## src/rtl/usb_pkg.sv

```systemverilog
// usb_pkg: shared line-state/FSM types and constants for the FS USB receive path.
// Line-state encoding is {dp, dn} so the synchronizer output casts directly.
package usb_pkg;

    localparam int STUFF_LIMIT = 6;
    localparam int OVERSAMPLE  = 4;

    typedef enum logic [1:0] {
        LS_SE0 = 2'b00,
        LS_K   = 2'b01,
        LS_J   = 2'b10,
        LS_SE1 = 2'b11
    } line_t;

    typedef enum logic [2:0] {
        ST_IDLE,
        ST_SYNC,
        ST_DATA,
        ST_EOP,
        ST_ABORT
    } rx_state_t;

    // SE1 is electrically illegal; treat it like SE0.
    function automatic logic is_se(input line_t ls);
        return (ls == LS_SE0) || (ls == LS_SE1);
    endfunction

endpackage

```

## src/rtl/usb_line_sync.sv

```systemverilog
// usb_line_sync: 2-FF pad synchronizer producing the FS line state.
// Build option USB_RX_GLITCH_FILTER_EN adds a 3-sample majority filter (+1 cycle).
module usb_line_sync
    import usb_pkg::*;
(
    input  logic  clk,
    input  logic  rst,
    input  logic  pad_dp,
    input  logic  pad_dn,
    output line_t line_state
);

    logic [1:0] r_meta;
    logic [1:0] r_sync;

    // Reset to J so the receiver never sees a false SE0 out of reset.
    always_ff @(posedge clk) begin
        if (rst) begin
            r_meta <= 2'b10;
            r_sync <= 2'b10;
        end else begin
            r_meta <= {pad_dp, pad_dn};
            r_sync <= r_meta;
        end
    end

`ifdef USB_RX_GLITCH_FILTER_EN
    logic [1:0] r_h1;
    logic [1:0] r_h2;
    logic [1:0] w_maj;

    always_ff @(posedge clk) begin
        if (rst) begin
            r_h1 <= 2'b10;
            r_h2 <= 2'b10;
        end else begin
            r_h1 <= r_sync;
            r_h2 <= r_h1;
        end
    end

    assign w_maj = (r_sync & r_h1) | (r_sync & r_h2) | (r_h1 & r_h2);
    assign line_state = line_t'(w_maj);
`else
    assign line_state = line_t'(r_sync);
`endif

endmodule

```

## src/rtl/usb_fs_rx_phy.sv

```systemverilog
// usb_fs_rx_phy: FS USB receive front end - DPLL, NRZI decode, unstuff, framing.
// Build option USB_RX_GLITCH_FILTER_EN enables the line glitch filter.
module usb_fs_rx_phy
    import usb_pkg::*;
#(
    parameter int IDLE_ABORT_BITS = 8,
    parameter int SYNC_MIN_ZEROS  = 3
) (
    input  logic clk,
    input  logic rst,
    input  logic pad_dp,
    input  logic pad_dn,
    output logic rx_active,
    output logic rx_sop,
    output logic rx_bit,
    output logic rx_valid,
    output logic rx_eop,
    output logic rx_err
);

    localparam int PW = $clog2(OVERSAMPLE);
    localparam int ZW = $clog2(SYNC_MIN_ZEROS + 1);
    localparam int JW = $clog2(IDLE_ABORT_BITS + 1);
    localparam int OW = $clog2(STUFF_LIMIT + 1);
    localparam logic [PW-1:0] SAMPLE_PHASE = PW'(2);

    line_t         w_line;
    line_t         r_line_prev;
    line_t         r_prev_jk;
    logic [PW-1:0] r_phase;
    logic [PW-1:0] w_phase;
    logic          w_samp;
    logic          w_se;
    logic          w_jk;
    logic          w_dbit;
    logic          w_stuffed;
    logic          w_sync_ok;
    logic [OW-1:0] r_ones;
    logic [ZW-1:0] r_zeros;
    logic [JW-1:0] r_jcnt;

    rx_state_t     r_state;
    rx_state_t     w_state_nx;

    logic          w_sop;
    logic          w_valid;
    logic          w_eop;
    logic          w_err;
    logic          w_active;

    logic          r_active;
    logic          r_sop;
    logic          r_bit;
    logic          r_valid;
    logic          r_eop;
    logic          r_err;

    usb_line_sync u_sync (
        .clk        (clk),
        .rst        (rst),
        .pad_dp     (pad_dp),
        .pad_dn     (pad_dn),
        .line_state (w_line)
    );

    // Phase is 0 in the cycle a transition is seen, so phase 2 is mid-bit.
    assign w_phase   = (w_line != r_line_prev) ? '0 : r_phase;
    assign w_samp    = (w_phase == SAMPLE_PHASE);
    assign w_se      = is_se(w_line);
    assign w_jk      = w_samp && !w_se;
    assign w_dbit    = (w_line == r_prev_jk);
    assign w_stuffed = (r_ones == OW'(STUFF_LIMIT));
    assign w_sync_ok = (r_zeros >= ZW'(SYNC_MIN_ZEROS));

    always_ff @(posedge clk) begin
        if (rst) begin
            r_line_prev <= LS_J;
            r_prev_jk   <= LS_J;
            r_phase     <= '0;
            r_ones      <= '0;
            r_zeros     <= '0;
            r_jcnt      <= '0;
        end else begin
            r_line_prev <= w_line;
            r_phase     <= w_phase + 1'b1;
            if (w_jk) begin
                r_prev_jk <= w_line;
            end

            if (r_state == ST_SYNC || r_state == ST_DATA) begin
                if (w_jk) begin
                    if (r_state == ST_DATA && w_stuffed) begin
                        r_ones <= '0;
                    end else if (w_dbit) begin
                        r_ones <= r_ones + 1'b1;
                    end else begin
                        r_ones <= '0;
                    end
                end
            end else begin
                r_ones <= '0;
            end

            // The K that leaves IDLE is already the first SYNC zero.
            if (r_state == ST_IDLE) begin
                r_zeros <= ZW'(1);
            end else if (r_state == ST_SYNC && w_jk && !w_dbit) begin
                if (r_zeros != ZW'(SYNC_MIN_ZEROS)) begin
                    r_zeros <= r_zeros + 1'b1;
                end
            end

            if (r_state == ST_ABORT) begin
                if (w_samp) begin
                    if (w_line == LS_J) begin
                        r_jcnt <= r_jcnt + 1'b1;
                    end else begin
                        r_jcnt <= '0;
                    end
                end
            end else begin
                r_jcnt <= '0;
            end
        end
    end

    always_ff @(posedge clk) begin
        if (rst) begin
            r_state <= ST_IDLE;
        end else begin
            r_state <= w_state_nx;
        end
    end

    always_comb begin
        w_state_nx = r_state;
        unique case (r_state)
            ST_IDLE: begin
                if (w_samp && w_line == LS_K) begin
                    w_state_nx = ST_SYNC;
                end
            end
            ST_SYNC: begin
                if (w_samp && w_se) begin
                    w_state_nx = ST_IDLE;
                end else if (w_jk && w_dbit) begin
                    w_state_nx = w_sync_ok ? ST_DATA : ST_IDLE;
                end
            end
            ST_DATA: begin
                if (w_samp && w_se) begin
                    w_state_nx = ST_EOP;
                end else if (w_jk && w_stuffed && w_dbit) begin
                    w_state_nx = ST_ABORT;
                end
            end
            ST_EOP: begin
                if (w_samp && w_line == LS_J) begin
                    w_state_nx = ST_IDLE;
                end else if (w_samp && w_line == LS_K) begin
                    w_state_nx = ST_ABORT;
                end
            end
            ST_ABORT: begin
                if (w_samp && w_line == LS_J &&
                    r_jcnt == JW'(IDLE_ABORT_BITS - 1)) begin
                    w_state_nx = ST_IDLE;
                end
            end
            default: w_state_nx = ST_IDLE;
        endcase
    end

    always_comb begin
        w_sop   = 1'b0;
        w_valid = 1'b0;
        w_eop   = 1'b0;
        w_err   = 1'b0;
        unique case (r_state)
            ST_SYNC: begin
                w_sop = w_jk && w_dbit && w_sync_ok;
            end
            ST_DATA: begin
                w_valid = w_jk && !w_stuffed;
                w_err   = w_jk && w_stuffed && w_dbit;
            end
            ST_EOP: begin
                w_eop = w_samp && (w_line == LS_J);
                w_err = w_samp && (w_line == LS_K);
            end
            default: begin
            end
        endcase
        w_active = (w_state_nx == ST_DATA) || (w_state_nx == ST_EOP);
    end

    always_ff @(posedge clk) begin
        if (rst) begin
            r_active <= 1'b0;
            r_sop    <= 1'b0;
            r_bit    <= 1'b0;
            r_valid  <= 1'b0;
            r_eop    <= 1'b0;
            r_err    <= 1'b0;
        end else begin
            r_active <= w_active;
            r_sop    <= w_sop;
            r_valid  <= w_valid;
            r_eop    <= w_eop;
            r_err    <= w_err;
            if (w_valid) begin
                r_bit <= w_dbit;
            end
        end
    end

    assign rx_active = r_active;
    assign rx_sop    = r_sop;
    assign rx_bit    = r_bit;
    assign rx_valid  = r_valid;
    assign rx_eop    = r_eop;
    assign rx_err    = r_err;

endmodule

```

## config.mk

```make
export PLATFORM = sky130hd
export DESIGN_NAME = usb_fs_rx_phy
export DESIGN_NICKNAME = d
export VERILOG_FILES = /design/src/rtl/usb_pkg.sv /design/src/rtl/usb_line_sync.sv /design/src/rtl/usb_fs_rx_phy.sv
export SDC_FILE = /design/constraint.sdc
export NUM_CORES = 1
export LEC_CHECK = 0
export CAP_MARGIN = 0
export CORE_MARGIN = 4
export CORE_UTILIZATION = 45
export CTS_BUF_LIST = sky130_fd_sc_hd__clkbuf_16
export DETAILED_ROUTE_END_ITERATION = 10
export SLEW_MARGIN = 10
export SYNTH_ARGS = -nofsm -noshare
export SYNTH_HDL_FRONTEND = slang
export SYNTH_SLANG_ARGS = --single-unit
```

## constraint.sdc

```tcl
create_clock -name clk -period 4.62 [get_ports clk]
set_clock_uncertainty 0.05 [all_clocks]
set_input_delay 0.462 -clock clk [delete_from_list [all_inputs] [get_ports clk]]
set_output_delay 0.462 -clock clk [all_outputs]
set_load 0.01 [all_outputs]
```

==> results of run 1 <==
synthesized netlist by cell type (2+ instances only):
cell type / n / area [sq um]
dfxtp_1: 28 / 561
nand2_1: 12 / 45.0
nor2_1: 12 / 45.0
a21oi_1: 10 / 50.1
ha_1: 7 / 87.6
a31oi_1: 6 / 37.5
clkbuf_1: 5 / 18.8
inv_1: 5 / 18.8
nand3_1: 5 / 25.0
nand2b_1: 4 / 25.0
nor2b_1: 4 / 25.0
or2_2: 4 / 25.0
xor2_1: 4 / 35.0
nor3_1: 3 / 15.0
o21ai_0: 3 / 15.0
mux2i_1: 2 / 20.0
nand4_1: 2 / 12.5
nand4b_1: 2 / 17.5
nor3b_1: 2 / 15.0
or3_1: 2 / 12.5
or4_1: 2 / 15.0
routing by layer:
layer	up-vias	global-route usage (%)	routed length, um
met3	2	3.83	78
met1	446	18.7	1110
li1	501	-	-
met4	0	2.79	17
met2	12	22.1	964
met5	-	0	0
metrics by stage:
stage	utilization, %	setup slack, ns	instances	total power (W)	hold WS [ns]
detailed placement	52.9	2.18	173	0.000286	0.352
finish	55.8	2.16	176	0.000466	0.370
global placement	52.9	2.28	173	0.000285	0.349
global route	55.8	1.81	176	0.000489	0.380
floorplan	-	2.64	140	0.000277	0.339
CTS	55.8	2.16	176	0.000475	0.368
layout make-up:
| type | count | area, sq um |
|---|---|---|
| Fill cell | 249 | 1130 |
| Timing Repair Buffer | 9 | 90.1 |
| Multi-Input combinational cell | 101 | 651 |
| Sequential cell | 28 | 561 |
| Inverter | 5 | 18.8 |
| Tap cell | 30 | 37.5 |
| Clock buffer | 3 | 75.1 |
worst paths after layout:
check                           cells past startpoint                   end  slack [ns]            startpoint
worst min register to register                      1  u_sync.line_state[1]        0.37      u_sync.r_meta[1]
worst max-delay path                                8            r_zeros[0]        2.16  u_sync.line_state[1]
worst min-delay path                                1  u_sync.line_state[1]        0.37      u_sync.r_meta[1]
worst max register to register                      8            r_zeros[0]        2.16  u_sync.line_state[1]
cells by family after synthesis:
family          Yosys count  share of synthesized area [%]
xor+xnor                  5                           3.49
simple gates             61                           26.7
buf+inv                  11                           3.59
flops                    28                           44.6
compound gates           26                           13.0
mux                       2                           1.59
fa+ha+maj                 7                           6.97
power by group:
part | switching, W | internal, W
logic | 0.0000184 | 0.0000123
registers | 0.00000291 | 0.000247
clock network | 0.0000715 | 0.000114
total | 0.0000928 | 0.000373
sequential cells by signal, summed over array words and instances, names as in the netlist, 2 cells and up:
register / flops
r_phase: 2
u_sync.line_state: 2
r_jcnt: 4
u_sync.r_meta: 2
r_prev_jk: 2
r_ones: 3
r_line_prev: 2
r_zeros: 2
r_state: 3
==> key figures, run 1 <==
STA
  • Setup violators final: 0
  • Max-slew violations: 0
  • Worst Tran Pin Value: roughly 0.66 ns
  • Final count of hold timing violations: 0
  • Minimum clock period after layout: 2.46 ns
  • Unrepaired setup endpoints after global routing: no
  • Setup TNS: 0 ns
  • Fmax: just over 0.4 GHz
  • Slew headroom: 55.7%
  • Period utilisation layout: 53.3%

Critical path
  • CP bufs+invs: 0
  • Setup CP Type: flip-flop to flip-flop
  • Slowest library cell on the worst path: nor2b_1
  • Worst EP required: 4.72 ns
  • Crit path max-delay family: simple AND/OR/NAND/NOR gates
  • Crit-path cells: xor2_1 > nor2_1 > and2_1 > ha_1 > nor2b_1 > o2111ai_1 > xnor2_1 > o21ba_1
  • Startpoint Class: flip-flop
  • Critical-path maximum fanout: 15
  • CP endpoint kind: flip-flop
  • CP peak stage delay: roughly 0.42 ns
  • CP Data Arrival Time: about 2.6 ns

Floorplanning
  • Die extent in x: just over 60 um
  • Die Y: about 60 um
  • Initial Utilization: between 40% and 50%
  • Core Rows: 18
  • Io pins: 10
  • Die area: 0.00370 sq mm
  • Core area: between 0.002 and 0.003 sq mm

Drt
  • Post-DR wirelength/cell: around 12 um
  • DR pass1 iterations: 4
  • Post-route antenna net violation count: 0
  • WL final: 2170 um
  • Via density: roughly 5.5
  • DRC violation total after the first TritonRoute iteration: 26
  • Residual DRC: 0
  • Total number of vias: between 900 and 1000

Global routing
  • First-pass GRT wire length: 3870 um
  • GRT Overall Usage: between 10% and 20%
  • Largest net degree at the start of global routing: 21
  • Vias in the first global route: roughly 900
  • Gr ovfl total: 0
  • Initial antenna violation count: 0

Pwr
  • Cell area power density: between 300 and 400 mW/mm^2
  • Leak pwr: 0.553 nW
  • IR drop worst, VDD: slightly below 0.0003 V

Place
  • DP Area: approximately 0.0014 sq mm
  • DP Wirelength: approximately 1600 um
  • Port-buffer cells: 9
  • Gpl congestion: 0.685

CTS
  • Num Clock Sinks: 28
  • H-tree depth reported by CTS: 1
  • Number of buffers created by CTS: 3
  • Post-CTS setup buffers: 0
  • CTS tree: built
  • Clk root buf: clkbuf_16
  • CTS max path bufs: 2
  • CTS Hold Bufs: 0
  • Clk slew on worst S/H paths: around 0.06 ns
  • Post-CTS resize count: 0
  • Later-pin clock latency in the skew report: about 0.25 ns

Logic synthesis
  • Library cells used by synthesis: 37
  • Top_reg_cell synth: dfxtp_1
  • Syn Area/Cell: approximately 9.0 sq um
  • Post-Synthesis Net Count: between 150 and 200
  • Synth Cell Area: around 0.0013 sq mm
  • Sequential area share after synthesis: between 40% and 50%
  • Syn Inst Count: 140
  • Post-synth EDFFs: 0
  • Post-synthesis async set-or-reset flop share: 0%
  • Synthesized flop and latch total: 28
  • Yosys warns: 0

Cells and area
  • Layout cell share with drive strength beyond 1: approximately 6.2%
  • Post-route cell area: ~0.0014 sq mm
  • Area Overhead vs Synth: 14.0%
  • Most frequent cells in the layout: 28 x dfxtp_1, 12 x nor2_1, 12 x nand2_1
  • Commonest non-fill, non-tap cell in the layout: dfxtp_1
  • Nets: between 150 and 200
  • Diode count: 0

Status
  • Status: finished, final reports clean

Flow run
  • Max cap viols: 0

Min path
  • Hold Path Class: flip-flop to flip-flop
(Power assumes the default switching activity.)
==> inputs of run 2 (changes only) <==
==> constraint.sdc (replaced) <==
create_clock -name clk -period 2.3 [get_ports clk]
set_clock_uncertainty 0.05 [all_clocks]
set_input_delay 0.23 -clock clk [delete_from_list [all_inputs] [get_ports clk]]
set_output_delay 0.23 -clock clk [all_outputs]
set_load 0.01 [all_outputs]
==> key figures, run 2 (synthesis results as in run 1) <==
STA
  • Minimum clock period after layout: 1.99 ns (-0.469 ns)
  • Setup TNS: 0 ns (unchanged)
  • Worst Tran Pin Value: 0.501 ns (-0.161 ns)
  • Period utilisation layout: 86.6% (+33 points)
  • Fmax: 0.502 GHz (+24%)
  • Max-slew violations: 0 (unchanged)
  • Setup violators final: 0 (unchanged)
  • Slew headroom: 66.3% (+11 points)
  • Final count of hold timing violations: 0 (unchanged)
  • Unrepaired setup endpoints after global routing: no

Pwr
  • Power Internal: 0.000754 W (+100%)
  • NetSw: 0.000192 W (+110%)
  • Flop pwr share: 52.9% (-0.6 points)
  • Clock network power share: 40.0% (about the same)
  • Cell area power density: 651 mW/mm^2 (+100%)
  • IR drop worst, VDD: 0.000504 V (+71%)
  • Sw Ratio: 20.3% (+0.43 points)
  • Combinational Power Share: 7.0% (+0.4 points)
  • Leak pwr: 0.569 nW (+2.8%)

Critical path
  • Setup CP Type: flip-flop to flip-flop
  • Critical-path maximum fanout: 9 (-6)
  • CP Data Arrival Time: 2.14 ns (-0.42 ns)
  • Worst EP required: 2.45 ns (-2.27 ns)
  • Startpoint Class: flip-flop
  • Critical R2R Capture: r_ones[0]
  • CP endpoint kind: flip-flop
  • FF-to-FF path depth: 7 (-1)
  • Reg2reg setup slack: 0.31 ns (-1.85 ns)
  • Reg-to-reg startpoint: u_sync.line_state[1]

Drt
  • Via density: 5.55 (+1.7%)
  • Post-DR wirelength/cell: 12.7 um (+2.7%)
  • Total number of vias: 994 (+3.4%)
  • Residual DRC: 0 (unchanged)
  • WL final: 2270 um (+4.5%)
  • Post-route antenna net violation count: 0 (unchanged)
  • DRC violation total after the first TritonRoute iteration: 37 (+42%)
  • DR pass1 iterations: 4 (unchanged)

Cells and area
  • Most frequent cells in the layout: 28 x dfxtp_1, 12 x nor2_1, 12 x nand2_1
  • Max reg flops: 4 (unchanged)
  • Layout cell share with drive strength beyond 1: 8.05% (+1.9 points)
  • Fillers: 232 (-6.8%)
  • Final Util: 56.7% (+0.88 points)
  • Biggest register: r_jcnt
  • Biggest regs: r_jcnt: 4 flops, r_ones: 3 flops, r_state: 3 flops
  • Area Overhead vs Synth: 15.8%
  • Commonest non-fill, non-tap cell in the layout: dfxtp_1
  • Area occupied by multi-input gates: 651 sq um (unchanged)
  • Diode count: 0 (unchanged)
  • Post-route cell area: 0.00146 sq mm (+1.6%)
  • Nets: 162 (+1.9%)
  • Non-filler cells, final: 179 (+1.7%)
  • Register Area: 561 sq um (unchanged)

Floorplanning
  • Core area: 0.00257 sq mm (unchanged)
  • Die Y: 60.8 um (unchanged)
  • Die area: 0.00370 sq mm (unchanged)
  • Io pins: 10 (unchanged)
  • Die extent in x: 60.8 um (unchanged)
  • Core Rows: 18 (unchanged)
  • Initial Utilization: 48.9% (unchanged)

CTS
  • H-tree depth reported by CTS: 1 (unchanged)
  • Post-CTS resize count: 0 (unchanged)
  • CTS Hold Bufs: 0 (unchanged)
  • CTS tree: built
  • Clk root buf: clkbuf_16
  • Number of buffers created by CTS: 3 (unchanged)
  • CTS max path bufs: 2 (unchanged)
  • Post-CTS setup buffers: 0 (unchanged)
  • Later-pin clock latency in the skew report: 0.26 ns (about the same)
  • Clk slew on worst S/H paths: 0.06 ns (about the same)
  • Num Clock Sinks: 28 (unchanged)

Place
  • DP Area: 0.00138 sq mm (+1.7%)
  • Placed insts: 176 (+1.7%)
  • Gpl congestion: 0.743 (+8.5%)
  • Port-buffer cells: 9 (unchanged)
  • DP Wirelength: 1650 um (+5.5%)

Min path
  • Hold path depth: 1 (unchanged)
  • Hold Path Origin: u_sync.r_meta[1]
  • WHS Endpoint: u_sync.line_state[1]
  • Hold Path Class: flip-flop to flip-flop

Global routing
  • Largest net degree at the start of global routing: 17 (-19%)
  • Gr ovfl total: 0 (unchanged)
  • GRT Overall Usage: 14.6% (+0.80 points)
  • First-pass GRT wire length: 3950 um (+2.0%)
  • Initial antenna violation count: 0 (unchanged)
  • Vias in the first global route: 938 (+4.1%)

Status
  • Status: finished, final reports clean

Flow run
  • Max cap viols: 0 (unchanged)
## run 2: metal layers
layer	global-route usage, %	wire (um)	vias up
li1	-	-	506
met4	10.5	80	0
met1	17.4	1090	460
met2	23.1	992	21
met5	0	0	-
met3	3.19	100	7
## run 2: through the flow
step	setup WS (ns)	hold slack, ns	power (W)
after floorplan	0.323	0.284	0.000557
after global placement	0.361	0.347	0.000578
after detailed placement	0.305	0.349	0.000579
after CTS	0.289	0.365	0.000967
after global routing	0.147	0.408	0.000990
final	0.309	0.362	0.000947
## run 2: worst max path at each step
stage | startpoint | end | slack [ns] | cells past startpoint
2_1_floorplan | u_sync.line_state[1] | r_zeros[0] | 0.32 | 8
3_3_place_gp | u_sync.line_state[1] | r_ones[0] | 0.36 | 7
3_5_place_dp | u_sync.line_state[1] | r_ones[1] | 0.30 | 7
4_1_cts | u_sync.line_state[1] | r_ones[1] | 0.29 | 7
5_1_grt | u_sync.line_state[1] | r_ones[0] | 0.15 | 7
6_report | u_sync.line_state[1] | r_ones[0] | 0.31 | 7
## run 2: final cells by class
type                    instances  area share (%)
multi-input cells             101            44.7
repair buffers                 12            7.74
inverters                       5            1.29
well taps                      30            2.58
clock buffers                   3            5.16
flip-flops and latches         28            38.5
## run 2: critical path, stage by stage (launching register included)
cell and delay, ns:
dfxtp_1 0.35, xor2_1 0.17, nor2_1 0.16, and2_1 0.14
ha_1 0.17, nand2b_1 0.19, or4_1 0.55, a21oi_1 0.15
## run 2: power groups by stage
stage | Clock [W] | Combinational (W) | Sequential [W]
detailed placement | 0 | 0.0000670 | 0.000512
global route | 0.000412 | 0.0000764 | 0.000502
CTS | 0.000398 | 0.0000678 | 0.000501
global placement | 0 | 0.0000663 | 0.000512
finish | 0.000379 | 0.0000667 | 0.000501
floorplan | 0 | 0.0000468 | 0.000510
==> inputs of run 3 (changes only) <==
--- a/config.mk
+++ b/config.mk
@@ -6,7 +6,6 @@
 export NUM_CORES = 1
 export LEC_CHECK = 0
 export CAP_MARGIN = 0
-export CORE_MARGIN = 4
 export CORE_UTILIZATION = 45
 export CTS_BUF_LIST = sky130_fd_sc_hd__clkbuf_16
 export DETAILED_ROUTE_END_ITERATION = 10
==> key figures, run 3 (synthesis results as in run 1) <==
Drt
  • DR pass1 iterations: 4 (unchanged)
  • Via density: 5.45 (-1.8%)
  • WL final: 2250 um (-0.71%)
  • Post-DR wirelength/cell: 12.6 um (-0.71%)
  • Total number of vias: 976 (-1.8%)
  • Post-route antenna net violation count: 0 (unchanged)
  • DRC violation total after the first TritonRoute iteration: 17 (-54%)
  • Residual DRC: 0 (unchanged)

Critical path
  • Critical R2R Capture: r_ones[1]
  • Critical-path maximum fanout: 9 (unchanged)
  • CP endpoint kind: flip-flop
  • Setup CP Type: flip-flop to flip-flop
  • Reg2reg setup slack: 0.23 ns (-0.08 ns)
  • Reg-to-reg startpoint: u_sync.line_state[1]
  • CP Data Arrival Time: 2.22 ns (+0.08 ns)
  • Startpoint Class: flip-flop
  • Worst EP required: 2.44 ns (about the same)
  • FF-to-FF path depth: 7 (unchanged)

CTS
  • Clk slew on worst S/H paths: 0.07 ns (about the same)
  • Num Clock Sinks: 28 (unchanged)
  • Post-CTS resize count: 0 (unchanged)
  • H-tree depth reported by CTS: 1 (unchanged)
  • Number of buffers created by CTS: 3 (unchanged)
  • Clk root buf: clkbuf_16
  • Post-CTS setup buffers: 0 (unchanged)
  • CTS Hold Bufs: 0 (unchanged)
  • CTS max path bufs: 2 (unchanged)
  • Later-pin clock latency in the skew report: 0.26 ns (about the same)
  • CTS tree: built

Pwr
  • IR drop worst, VDD: 0.000521 V (+3.3%)
  • Leak pwr: 0.569 nW (unchanged)
  • Cell area power density: 654 mW/mm^2 (+0.55%)

Cells and area
  • Nets: 162 (unchanged)
  • Area occupied by multi-input gates: 651 sq um (unchanged)
  • Most frequent cells in the layout: 28 x dfxtp_1, 12 x nor2_1, 12 x nand2_1
  • Fillers: 242 (+4.3%)
  • Biggest register: r_jcnt
  • Max reg flops: 4 (unchanged)
  • Commonest non-fill, non-tap cell in the layout: dfxtp_1
  • Layout cell share with drive strength beyond 1: 8.05% (unchanged)
  • Register Area: 561 sq um (unchanged)
  • Diode count: 0 (unchanged)
  • Post-route cell area: 0.00146 sq mm (unchanged)
  • Biggest regs: r_jcnt: 4 flops, r_ones: 3 flops, r_state: 3 flops
  • Area Overhead vs Synth: 15.8% (unchanged)

Global routing
  • First-pass GRT wire length: 3810 um (-3.5%)
  • Largest net degree at the start of global routing: 17 (unchanged)
  • Initial antenna violation count: 0 (unchanged)
  • Vias in the first global route: 918 (-2.1%)
  • GRT Overall Usage: 17.7% (+3.0 points)
  • Gr ovfl total: 0 (unchanged)

Place
  • Gpl congestion: 0.773 (+4.0%)
  • DP Area: 0.00138 sq mm (unchanged)
  • DP Wirelength: 1670 um (+1.2%)
  • Port-buffer cells: 9 (unchanged)

STA
  • Period utilisation layout: 90.2% (+3.6 points)
  • Unrepaired setup endpoints after global routing: no
  • Minimum clock period after layout: 2.07 ns (+0.0835 ns)
  • Setup TNS: 0 ns (unchanged)
  • Fmax: 0.482 GHz (-4.0%)
  • Worst Tran Pin Value: 0.467 ns (-0.0346 ns)
  • Slew headroom: 68.6% (+2.3 points)
  • Final count of hold timing violations: 0 (unchanged)
  • Max-slew violations: 0 (unchanged)
  • Setup violators final: 0 (unchanged)

Min path
  • WHS Endpoint: u_sync.line_state[1]
  • Hold path depth: 1 (unchanged)
  • Hold Path Origin: u_sync.r_meta[1]
  • Hold Path Class: flip-flop to flip-flop

Status
  • Status: finished, final reports clean

Floorplanning
  • Die area: 0.00301 sq mm (-19%)
  • Die Y: 54.8 um (-9.9%)
  • Core area: 0.00257 sq mm (unchanged)
  • Initial Utilization: 48.9% (unchanged)
  • Core Rows: 18 (unchanged)
  • Die extent in x: 54.8 um (-9.9%)
  • Io pins: 10 (unchanged)

Flow run
  • Max cap viols: 0 (unchanged)
-- run 3: cell counts in the layout (fill, tap and decap cells not counted) --
No cell type changed its count.
-- run 3: cell type report --
class | count | share of cell area, %
clock buffers | 3 | 5.16
inverters | 5 | 1.29
multi-input cells | 101 | 44.7
flip-flops and latches | 28 | 38.5
well taps | 30 | 2.58
repair buffers | 12 | 7.74
-- run 3: worst max-delay path by stage --
stage | startpoint | endpoint | slack [ns] | depth (start not counted)
after floorplan | u_sync.line_state[1] | r_zeros[0] | 0.32 | 8
after global placement | u_sync.line_state[1] | r_ones[0] | 0.36 | 7
after detailed placement | u_sync.line_state[1] | r_ones[0] | 0.26 | 7
after CTS | u_sync.line_state[1] | r_ones[0] | 0.22 | 7
after global routing | u_sync.line_state[1] | r_ones[0] | 0.04 | 7
final | u_sync.line_state[1] | r_ones[1] | 0.23 | 7
-- run 3: worst max-delay path, stage by stage, from the launching register on --
cell and delay (ns):
dfxtp_1 0.36, xor2_1 0.18, nor2_1 0.17, and2_1 0.16
ha_1 0.18, nand2b_1 0.20, or4_1 0.56, a21oi_1 0.15
-- run 3: through the flow --
step / utilization [%] / hold slack, ns / total power, W / cells / setup WS [ns]
6_report: 56.7 / 0.359 / 0.000952 / 179 / 0.225
5_1_grt: 56.7 / 0.378 / 0.000991 / 179 / 0.0398
4_1_cts: 56.7 / 0.363 / 0.000962 / 179 / 0.225
3_5_place_dp: 53.8 / 0.348 / 0.000580 / 176 / 0.259
3_3_place_gp: 53.8 / 0.349 / 0.000578 / 176 / 0.362
2_1_floorplan: - / 0.284 / 0.000557 / 140 / 0.323
-- run 3: power by group --
part            total, W  switching (W)  internal, W
logic          0.0000670      0.0000383    0.0000287
clock network   0.000384       0.000154     0.000230
registers       0.000501     0.00000593     0.000495
total           0.000952       0.000198     0.000754
-- run 3: routing by layer --
layer	vias to the layer above	GRT usage, %	part of all wire [%]
li1	508	-	-
met5	-	0	0
met4	0	2.56	0
met1	458	22.6	52
met3	0	4.17	2.0
met2	10	30.3	46
